<file path="src/rtl/transpose_pkg.sv">
// Shared state encoding and default sizing for the transpose feeder.
package transpose_pkg;
  localparam int NUM_WORDS     = 64;
  localparam int MAX_DATA_PREC = 8;
  localparam int FIFO_DEPTH    = 128;

  typedef enum logic [1:0] {IDLE, START, STREAM, WAIT} feeder_state_t;
endpackage

</file>
<file path="src/rtl/feeder_fifo.sv">
// Single-clock FIFO with a combinational head read so a pop and its data share a cycle.
// Push and pop in the same cycle leave the occupancy count unchanged.
module feeder_fifo #(
  parameter int  WIDTH = 32,
  parameter int  DEPTH = 128,
  localparam int AW    = $clog2(DEPTH)
) (
  input  logic             clk,
  input  logic             rst_n,
  input  logic             push,
  input  logic [WIDTH-1:0] wr_data,
  input  logic             pop,
  output logic [WIDTH-1:0] rd_data,
  output logic             full,
  output logic             empty,
  output logic [AW:0]      count
);
  logic [WIDTH-1:0] mem_q [DEPTH];
  logic [AW-1:0]    wr_ptr_q, wr_ptr_d, rd_ptr_q, rd_ptr_d;
  logic [AW:0]      count_q, count_d;
  logic             push_ok, pop_ok;

  assign full    = (count_q == (AW+1)'(DEPTH));
  assign empty   = (count_q == '0);
  assign count   = count_q;
  assign rd_data = mem_q[rd_ptr_q];

  always_comb begin
    push_ok  = push && !full;
    pop_ok   = pop && !empty;
    wr_ptr_d = wr_ptr_q + AW'(push_ok);
    rd_ptr_d = rd_ptr_q + AW'(pop_ok);
    count_d  = count_q;
    if (push_ok && !pop_ok) begin
      count_d = count_q + 1'b1;
    end else if (pop_ok && !push_ok) begin
      count_d = count_q - 1'b1;
    end
  end

  always_ff @(posedge clk) begin
    if (push_ok) begin
      mem_q[wr_ptr_q] <= wr_data;
    end
  end

  always_ff @(posedge clk) begin
    if (!rst_n) begin
      wr_ptr_q <= '0;
      rd_ptr_q <= '0;
      count_q  <= '0;
    end else begin
      wr_ptr_q <= wr_ptr_d;
      rd_ptr_q <= rd_ptr_d;
      count_q  <= count_d;
    end
  end
endmodule

</file>
<file path="src/rtl/transpose_feeder.sv">
// Buffers host activation words and launches NUM_WORDS-word batches into the transposer.
// Defining TRANSPOSE_FEEDER_PAD_EN adds a flush port that zero-pads a partial batch.
module transpose_feeder #(
  parameter int  NUM_WORDS     = transpose_pkg::NUM_WORDS,
  parameter int  XLEN          = 32,
  parameter int  MVU_ADDR_LEN  = 32,
  parameter int  MAX_DATA_PREC = transpose_pkg::MAX_DATA_PREC,
  parameter int  FIFO_DEPTH    = transpose_pkg::FIFO_DEPTH,
  localparam int CW            = $clog2(FIFO_DEPTH) + 1
) (
  input  logic                    clk,
  input  logic                    rst_n,
  input  logic                    s_valid,
  output logic                    s_ready,
  input  logic [XLEN-1:0]         s_word,
  input  logic                    cfg_load,
  input  logic [31:0]             cfg_prec,
  input  logic [MVU_ADDR_LEN-1:0] cfg_baddr,
  output logic                    cfg_err,
  output logic                    tr_start,
  output logic [31:0]             tr_prec,
  output logic [MVU_ADDR_LEN-1:0] tr_baddr,
  output logic [XLEN-1:0]         tr_word,
  input  logic                    tr_busy,
`ifdef TRANSPOSE_FEEDER_PAD_EN
  input  logic                    flush,
`endif
  output logic [CW-1:0]           fifo_count,
  output logic [15:0]             batches_done
);
  import transpose_pkg::*;

  localparam int             IW       = $clog2(NUM_WORDS) + 1;
  localparam logic [CW-1:0]  NW_CNT   = CW'(NUM_WORDS);
  localparam logic [IW-1:0]  NW_IDX   = IW'(NUM_WORDS);
  localparam logic [IW-1:0]  LAST_IDX = IW'(NUM_WORDS - 1);

  feeder_state_t           state_q, state_d;
  logic                    tr_start_q, tr_start_d, cfg_err_q, cfg_err_d, pad_q, pad_d;
  logic [31:0]             tr_prec_q, tr_prec_d, prec_q, prec_d;
  logic [MVU_ADDR_LEN-1:0] tr_baddr_q, tr_baddr_d, addr_q, addr_d;
  logic [XLEN-1:0]         tr_word_q, tr_word_d, head_word;
  logic [15:0]             batches_done_q, batches_done_d;
  logic [IW-1:0]           idx_q, idx_d, len_q, len_d;
  logic                    push, pop, full, empty, cfg_ok, batch_ready, launch, pad_arm;
  logic [CW-1:0]           cnt_ahead;

  feeder_fifo #(.WIDTH(XLEN), .DEPTH(FIFO_DEPTH)) u_fifo (
    .clk     (clk),
    .rst_n   (rst_n),
    .push    (push),
    .wr_data (s_word),
    .pop     (pop),
    .rd_data (head_word),
    .full    (full),
    .empty   (empty),
    .count   (fifo_count)
  );

  assign s_ready   = !full;
  assign push      = s_valid && s_ready;
  // Counting the word accepted this cycle lets tr_start follow the final accept directly.
  assign cnt_ahead   = fifo_count + CW'(push);
  assign batch_ready = (cnt_ahead >= NW_CNT);
  assign cfg_ok      = cfg_load && (cfg_prec != 32'd0) && (cfg_prec <= 32'(MAX_DATA_PREC));

`ifdef TRANSPOSE_FEEDER_PAD_EN
  assign pad_arm = flush && (state_q == IDLE) && !empty && (fifo_count < NW_CNT);
`else
  assign pad_arm = 1'b0;
`endif

  always_comb begin
    state_d        = state_q;
    tr_start_d     = 1'b0;
    tr_prec_d      = tr_prec_q;
    tr_baddr_d     = tr_baddr_q;
    tr_word_d      = tr_word_q;
    batches_done_d = batches_done_q;
    idx_d          = idx_q;
    len_d          = len_q;
    pop            = 1'b0;
    launch         = 1'b0;
    cfg_err_d      = cfg_load && !cfg_ok;
    prec_d         = cfg_ok ? cfg_prec : prec_q;
    addr_d         = cfg_ok ? cfg_baddr : addr_q;
    pad_d          = pad_q || pad_arm;

    case (state_q)
      IDLE: launch = !tr_busy && (batch_ready || pad_q);
      START: begin
        pop       = !empty;
        tr_word_d = head_word;
        idx_d     = '0;
        pad_d     = 1'b0;
        state_d   = STREAM;
        // A config load in this cycle replaces the advanced address for the next batch.
        if (!cfg_ok) begin
          addr_d = addr_q + MVU_ADDR_LEN'(prec_q);
        end
      end
      STREAM: begin
        if (idx_q == LAST_IDX) begin
          state_d = WAIT;
        end else begin
          idx_d = idx_q + 1'b1;
          if (idx_d < len_q) begin
            pop       = 1'b1;
            tr_word_d = head_word;
          end else begin
            tr_word_d = '0;
          end
        end
      end
      WAIT: begin
        if (!tr_busy) begin
          batches_done_d = batches_done_q + 1'b1;
          state_d        = IDLE;
          launch         = batch_ready;
        end
      end
      default: state_d = IDLE;
    endcase

    // Batch parameters are captured as the START cycle is entered so they accompany tr_start.
    if (launch) begin
      state_d    = START;
      tr_start_d = 1'b1;
      tr_prec_d  = prec_d;
      tr_baddr_d = addr_d;
      len_d      = batch_ready ? NW_IDX : IW'(cnt_ahead);
    end
  end

  always_ff @(posedge clk) begin
    if (!rst_n) begin
      state_q        <= IDLE;
      tr_start_q     <= 1'b0;
      cfg_err_q      <= 1'b0;
      pad_q          <= 1'b0;
      tr_prec_q      <= 32'(MAX_DATA_PREC);
      prec_q         <= 32'(MAX_DATA_PREC);
      tr_baddr_q     <= '0;
      addr_q         <= '0;
      tr_word_q      <= '0;
      batches_done_q <= '0;
      idx_q          <= '0;
      len_q          <= NW_IDX;
    end else begin
      state_q        <= state_d;
      tr_start_q     <= tr_start_d;
      cfg_err_q      <= cfg_err_d;
      pad_q          <= pad_d;
      tr_prec_q      <= tr_prec_d;
      prec_q         <= prec_d;
      tr_baddr_q     <= tr_baddr_d;
      addr_q         <= addr_d;
      tr_word_q      <= tr_word_d;
      batches_done_q <= batches_done_d;
      idx_q          <= idx_d;
      len_q          <= len_d;
    end
  end

  assign tr_start     = tr_start_q;
  assign cfg_err      = cfg_err_q;
  assign tr_prec      = tr_prec_q;
  assign tr_baddr     = tr_baddr_q;
  assign tr_word      = tr_word_q;
  assign batches_done = batches_done_q;
endmodule

</file>
<file path="config.mk">
export PLATFORM = sky130hd
export DESIGN_NAME = transpose_feeder
export DESIGN_NICKNAME = d
export VERILOG_FILES = /design/src/rtl/transpose_pkg.sv /design/src/rtl/feeder_fifo.sv /design/src/rtl/transpose_feeder.sv
export SDC_FILE = /design/constraint.sdc
export NUM_CORES = 2
export LEC_CHECK = 0
export BUFFER_PORTS_ARGS = -buffer_cell sky130_fd_sc_hd__buf_2
export CELL_PAD_IN_SITES_DETAIL_PLACEMENT = 0
export CELL_PAD_IN_SITES_GLOBAL_PLACEMENT = 1
export CORE_AREA = 2 2 553 555
export CTS_CLUSTER_SIZE = 25
export DETAILED_ROUTE_END_ITERATION = 12
export DIE_AREA = 0 0 555 557
export PLACE_DENSITY_LB_ADDON = 0.1
export SLEW_MARGIN = 20
export SYNTH_ARGS = -nofsm -noshare
export SYNTH_HDL_FRONTEND = slang
export SYNTH_SLANG_ARGS = --single-unit
</file>
<file path="constraint.sdc">
create_clock -name clk -period 5.41 [get_ports clk]
set_input_delay 0.541 -clock clk [delete_from_list [all_inputs] [get_ports clk]]
set_output_delay 0.541 -clock clk [all_outputs]
set_load 0.03 [all_outputs]
</file>
## After elaboration in Yosys (flattened, before gate mapping)

Memory sizes are Yosys's and may differ from the RTL's. A register that Yosys moved wholly into a read port is not among the register bits.
Index checks and enable logic that the tools add are counted.

| storage, ports and cells | value |
|---|---|
| register bits after elaboration | 216 |
| memory bits (writable) | 4096 |
| bits of input ports | 101 |
| output and inout bits | 123 |
| word-level logic and storage cells | 91 |
| memories kept | 1 |

| cells by class | value |
|---|---|
| add/sub/neg operators | 8 |
| order comparisons | 3 |
| equality and inequality tests | 10 |
| muxes and demuxes | 25 |
| bitwise operators | 2 |
| reduce and logical (&&, ||, !) cells | 27 |

Memories:

| name | words | bits a word | rd ports | clocked after memory_dff | write ports | line | source |
|---|---|---|---|---|---|---|---|
| u_fifo.mem_q | 128 | 32 | 1 | 1 | 1 | feeder_fifo.sv:18 | `logic [WIDTH-1:0] mem_q [DEPTH];` |

Operators with widths:

| cell | number |
|---|---|
| 32-bit 2-to-1 mux | 6 |
| 32-bit case mux with 2 select lines | 1 |
| 32-bit adder | 1 |
| 32-bit by 4-bit less-or-equal comparator with 1-bit output, second input constant | 1 |
| 32-bit nonzero test | 1 |
| 7-bit 2-to-1 mux | 3 |
| 16-bit by 1-bit adder with 16-bit output, second input constant | 1 |
| 8-bit 2-to-1 mux | 2 |
| 7-bit by 1-bit adder with 7-bit output | 2 |
| 7-bit case mux with 2 select lines | 1 |
| 1-bit logical AND | 9 |
| 8-bit by 1-bit adder with 8-bit output | 1 |
| 8-bit by 1-bit adder with 8-bit output, second input constant | 1 |
| 8-bit equality test, second input constant | 1 |
| 8-bit by 7-bit greater-or-equal comparator with 1-bit output, second input constant | 1 |
| 8-bit logical NOT | 1 |
| 8-bit by 1-bit subtractor with 8-bit output, second input constant | 1 |
| 7-bit by 1-bit adder with 7-bit output, second input constant | 1 |
| 7-bit by 6-bit equality test with 1-bit output, second input constant | 1 |
| 7-bit less-than comparator | 1 |
| 1-bit 2-to-1 mux | 7 |
| 1-bit logical NOT | 6 |
| 2-bit != test, second input constant | 3 |
| 3-bit != test, second input constant | 2 |
| 13 further kinds | 20 |

## Logic depth before layout (Yosys ltp)

| logic depth | value |
|---|---|
| depth in word-level cells | 9 |
| depth in mapped cells | 23 |
| depth with buffers taken out | 23 |

## Modules after synthesis

Synthesis repeated with hierarchy kept, for this count alone.

| unflattened totals | value |
|---|---|
| cells, all modules | 8071 |
| area total of the unflattened synthesis | 165856.6 um^2 |

By module, submodules not included:

| module | instances | cells an instance | area an instance (um^2) | sequential area each (um^2) |
|---|---|---|---|---|
| feeder_fifo | 1 | 6980 | 156520.1 | 123438.4 |
| transpose_feeder | 1 | 1091 | 9336.5 | 3883.7 |

## Worst setup path after synthesis

OpenSTA, ideal clock, no wires.

| path | value |
|---|---|
| path type | register to register |
| from | register idx_q[0] |
| to | register u_fifo.count_q[7] (netlist: u_fifo.count[7]) |
| setup time | 70 ps |
| data arrival time | 4162 ps |
| slack | 1178 ps |
| cell stages (with the launch flop) | 24 |
| buffers on the path | 0 |
| cells stage by stage | dfxtp_1 -> ha_1 -> ha_1 -> a21boi_0 -> o21a_1 -> o21a_1 -> o21a_1 -> o21ai_0 -> nand2b_1 -> a211oi_1 -> o221a_2 -> inv_1 -> ha_1 -> inv_1 -> ha_1 -> a21o_1 -> a21oi_1 -> o21bai_1 -> a21oi_1 -> o21bai_1 -> a21oi_1 -> xnor2_1 -> or3_1 -> a21oi_1 |

| on the way | value |
|---|---|
| cells in the longest elaborated chain, start to end | 9 |
| elaborated cells between the ends (all ways) | 12 |
| classes of those cells | 1 x add/sub; 1 x order compare; 1 x eq/ne; 4 x mux; 5 x reduce/logical |

RTL lines:

| item | line | source |
|---|---|---|
| from (decl) | transpose_feeder.sv:44 | `logic [IW-1:0] idx_q, idx_d, len_q, len_d;` |
| from (signal assigned) | transpose_feeder.sv:160 | `idx_q <= idx_d;` |
| 7-bit by 1-bit adder with 7-bit output | transpose_feeder.sv:106 | `idx_d = idx_q + 1'b1;` |
| 7-bit less-than comparator | transpose_feeder.sv:107 | `if (idx_d < len_q) begin` |
| 1-bit 2-to-1 mux | transpose_feeder.sv:107 |  |
| 1-bit 2-to-1 mux (*) | transpose_feeder.sv:103 | `if (idx_q == LAST_IDX) begin` |
| 1-bit case mux with 2 select lines (*) | transpose_feeder.sv:89 | `case (state_q)` |
| 1-bit logical AND (*) | feeder_fifo.sv:30 | `pop_ok = pop && !empty;` |
| 1-bit logical NOT | feeder_fifo.sv:34 | `if (push_ok && !pop_ok) begin` |
| 1-bit logical AND | feeder_fifo.sv:34 |  |
| 8-bit 2-to-1 mux / 2-bit nonzero test (equally long branches) | n/a |  |
| to (signal assigned) | feeder_fifo.sv:55 | `count_q <= count_d;` |
| to (decl) | feeder_fifo.sv:20 | `logic [AW:0] count_q, count_d;` |

Mark *: on every way between the ends. The rest lies on a longest branch, timed or not.
A chain may end at the register's enable or synchronous reset.

## Final worst setup path

Ends and elaborated chain as after synthesis.

==> impl_metrics.env <==
export IMPL_cpMaxStageDelayCell="dfxtp_1"
export IMPL_outcome="finished, final reports clean"
export IMPL_fp_row_count=203
export IMPL_drive_gt1_frac=0.327
export IMPL_hold_buffers=36
export IMPL_rsz0062_at_grt="no"
export IMPL_hold_viol_final=0
export IMPL_worstSetupPathType="flop to flop"
export IMPL_hold_depth=3
export IMPL_setup_tns_ns=0
export IMPL_async_flop_share=0
export IMPL_port_buffers=223
export IMPL_die_h_um=557
export IMPL_synthesis_nets=7318
export IMPL_drtAntennaViolNets=0
export IMPL_routed_wl_mm=430
export IMPL_cts_buffer_depth=4
export IMPL_overflow=0
export IMPL_ff2ff_path_depth=24
export IMPL_finalSetupViolCount=0
export IMPL_synth_top_area_cell="edfxtp_1"
export IMPL_cts_resized=0
export IMPL_cts_clk_slew_worst_paths_ns=0.06
export IMPL_post_dp_hpwl_mm=251
export IMPL_clock_skew_ns=0.0507
export IMPL_yosys_warnings=0
export IMPL_grt_pass1_wl_mm=605
export IMPL_core_area_um2=304000
export IMPL_cap_violations=0
export IMPL_ys_seq_area_frac=0.768
export IMPL_finalPower_mw=76.3
export IMPL_crit_family="compound AO/OA/AOI/OAI gates"
export IMPL_hp_class="input port to flop"
export IMPL_io_pins=224
export IMPL_rrSetupSlack_ns=0.70
export IMPL_hold_path_startpoint="cfg_baddr[15]"
export IMPL_cp_num_buf_inv=4
export IMPL_setup_ws_ns=0.702
export IMPL_hold_path_end="addr_q[15]"
export IMPL_drt_pass1_iter_count=6
export IMPL_layout_worst_path_cycle_share=0.870
export IMPL_clock_fmax_mhz=212
export IMPL_gp_congestion=0.805
export IMPL_htreeDepth=5
export IMPL_final_util=0.623
export IMPL_numCtsBuffers=432
export IMPL_die_x_um=555
export IMPL_synth_avg_cell_area_um2=23.2
export IMPL_timing_rr_end="u_fifo.count[7]"
export IMPL_vias=79400
export IMPL_reg2reg_from="idx_q[0]"
export IMPL_layout_min_cycle_time_ns=4.71
export IMPL_path_max_fanout=6
export IMPL_grt_max_degree=97
export IMPL_path_cells="ha_1, ha_1, a21boi_0, o21a_1, o21a_1, o21a_1, o21ai_0, nand2b_1, a211oi_1, buf_4, o221a_2, inv_1, ha_1, inv_1, buf_4, ha_1, a21oi_1, o21bai_1, a21oi_1, o21bai_1, a21oi_1, xnor2_1, or3_1, a21oi_1"
export IMPL_insertion_delay_ns=0.96
export IMPL_dieArea_um2=309000
export IMPL_drv_slew=0
export IMPL_netlist_top_cells_count="edfxtp_1 (4096), mux4_2 (1323), clkbuf_1 (229)"
export IMPL_slowest_delay_ns=0.40
export IMPL_p_per_area_nw_per_um2=403
export IMPL_wl_per_cell_um=35.3
export IMPL_yosysMostFrequentCell="edfxtp_1"
export IMPL_fill_cells=20600
export IMPL_antenna_found_initial=37
export IMPL_cts_tree="done"
export IMPL_yosysTopAreaCellShare=0.742
export IMPL_finalNetCount=7980
export IMPL_leakage_nw=58.1
export IMPL_ys_types=64
export IMPL_irDropWorstVdd_v=0.000302
export IMPL_critPathRequiredTime_ns=6.27
export IMPL_cp_start_kind="flop"
export IMPL_critPathCaptureType="flop"
export IMPL_cts_sinks=4312
export IMPL_grt_use_total=0.279
export IMPL_critPathArrivalTime_ns=5.56
export IMPL_tightest_slew_ns=1.27
export IMPL_place_ws_ns=0.744
export IMPL_syn_cell_area_um2=166000
export IMPL_cts_setup_buffers=0
export IMPL_ys_flop_type="edfxtp_1"
export IMPL_slew_headroom=0.127
export IMPL_drc_errors=0
export IMPL_synth_edf_count=4096
export IMPL_grt_pass1_vias=79600
export IMPL_synthTopCellsByArea="edfxtp_1 (74%), mux4_2 (18%), dfxtp_1 (2.6%)"
export IMPL_start_util=0.545
export IMPL_cts_root_buf="clkbuf_16"
export IMPL_drt_iter0_drc=9493
export IMPL_synth_seq_cells=4312
export IMPL_vias_per_cell=6.51
export IMPL_netlist_instances=7156
export IMPL_area_growth_pct=14.3
-- final cells by class --
cell class	count	area (um2)	area share
repair buffers	606	4850	0.0256
multi-input cells	2433	37800	0.200
clock inverters	255	2910	0.0154
clock buffers	536	11400	0.0602
inverters	33	125	0.000660
well taps	3997	5000	0.0264
flip-flops and latches	4312	127000	0.672
diodes	23	57.6	0.000304
-- power breakdown --
group          leakage [nW]  internal, mW  switching, mW
registers              38.6          36.8          0.298
clock network          6.99          17.6           12.6
logic                  12.6          4.13           4.91
total                  58.1          58.5           17.8
-- cells in the final DEF (no fill, tap or decap), types with 23 or more instances in the layout --
cell type	n
ha_1	58
mux2i_1	110
clkinv_1	81
dfxtp_1	209
buf_12	55
clkbuf_16	437
buf_2	191
mux4_2	1323
a21oi_1	94
edfxtp_1	4096
clkinv_2	82
o21ai_0	79
bufinv_16	55
xnor2_1	27
a22o_1	29
nor3_1	26
xor2_1	25
dlygate4sd3_1	36
and3_1	44
nor2_4	128
nor2_1	95
clkbuf_1	88
nand3_1	33
inv_1	32
buf_4	324
diode_2	23
nand2_1	123
-- metal layers --
metal	global-route usage	share of wire	up-vias
li1	-	-	31900
met3	0.0399	0.075	570
met4	0.0837	0.030	10
met5	0	0.00014	-
met2	0.450	0.49	3496
met1	0.403	0.40	43400
-- worst max path at each step --
| stage | start | end | cells past startpoint |
|---|---|---|---|
| after floorplan | idx_q[0] | u_fifo.count[7] | 23 |
| after global placement | idx_q[0] | u_fifo.count[7] | 24 |
| after detailed placement | idx_q[0] | u_fifo.count[7] | 24 |
| after CTS | idx_q[0] | u_fifo.count[7] | 24 |
| after global routing | idx_q[0] | u_fifo.count[7] | 24 |
| final | idx_q[0] | u_fifo.count[7] | 24 |
-- worst min-delay path, stage by stage --
cell and delay [ns]:
buf_2 0.13, o21ai_0 0.12, nor3_1 0.14
-- logic make-up after synthesis --
group | Yosys count | synth area share
AO/OA/AOI/OAI | 319 | 0.0121
XOR/XNOR | 52 | 0.00275
adder cells (fa/ha/maj) | 61 | 0.00469
buffers and inverters | 411 | 0.0104
flip-flops | 4312 | 0.768
multiplexers | 1435 | 0.186
AND/OR/NAND/NOR | 566 | 0.0158
-- state kept, by name, summed over array words and instances, names as in the netlist, 8 cells and up --
name / cells
addr_q: 32
batches_done: 16
prec_q: 32
tr_baddr: 32
tr_prec: 32
tr_word: 32
u_fifo.count: 8
u_fifo.mem_q: 4096
-- per-stage QoR --
| step | cell area (um2) | hold WS [ns] | instances |
|---|---|---|---|
| 2_1_floorplan | 166000 | 0.395 | 7156 |
| 3_3_place_gp | 175000 | 0.415 | 11300 |
| 3_5_place_dp | 175000 | 0.415 | 11300 |
| 4_1_cts | 189000 | 0.00461 | 12200 |
| 5_1_grt | 189000 | 0.0808 | 12200 |
| 6_report | 190000 | 0.0548 | 12200 |
Note: power is estimated with default switching activity, not from simulation.
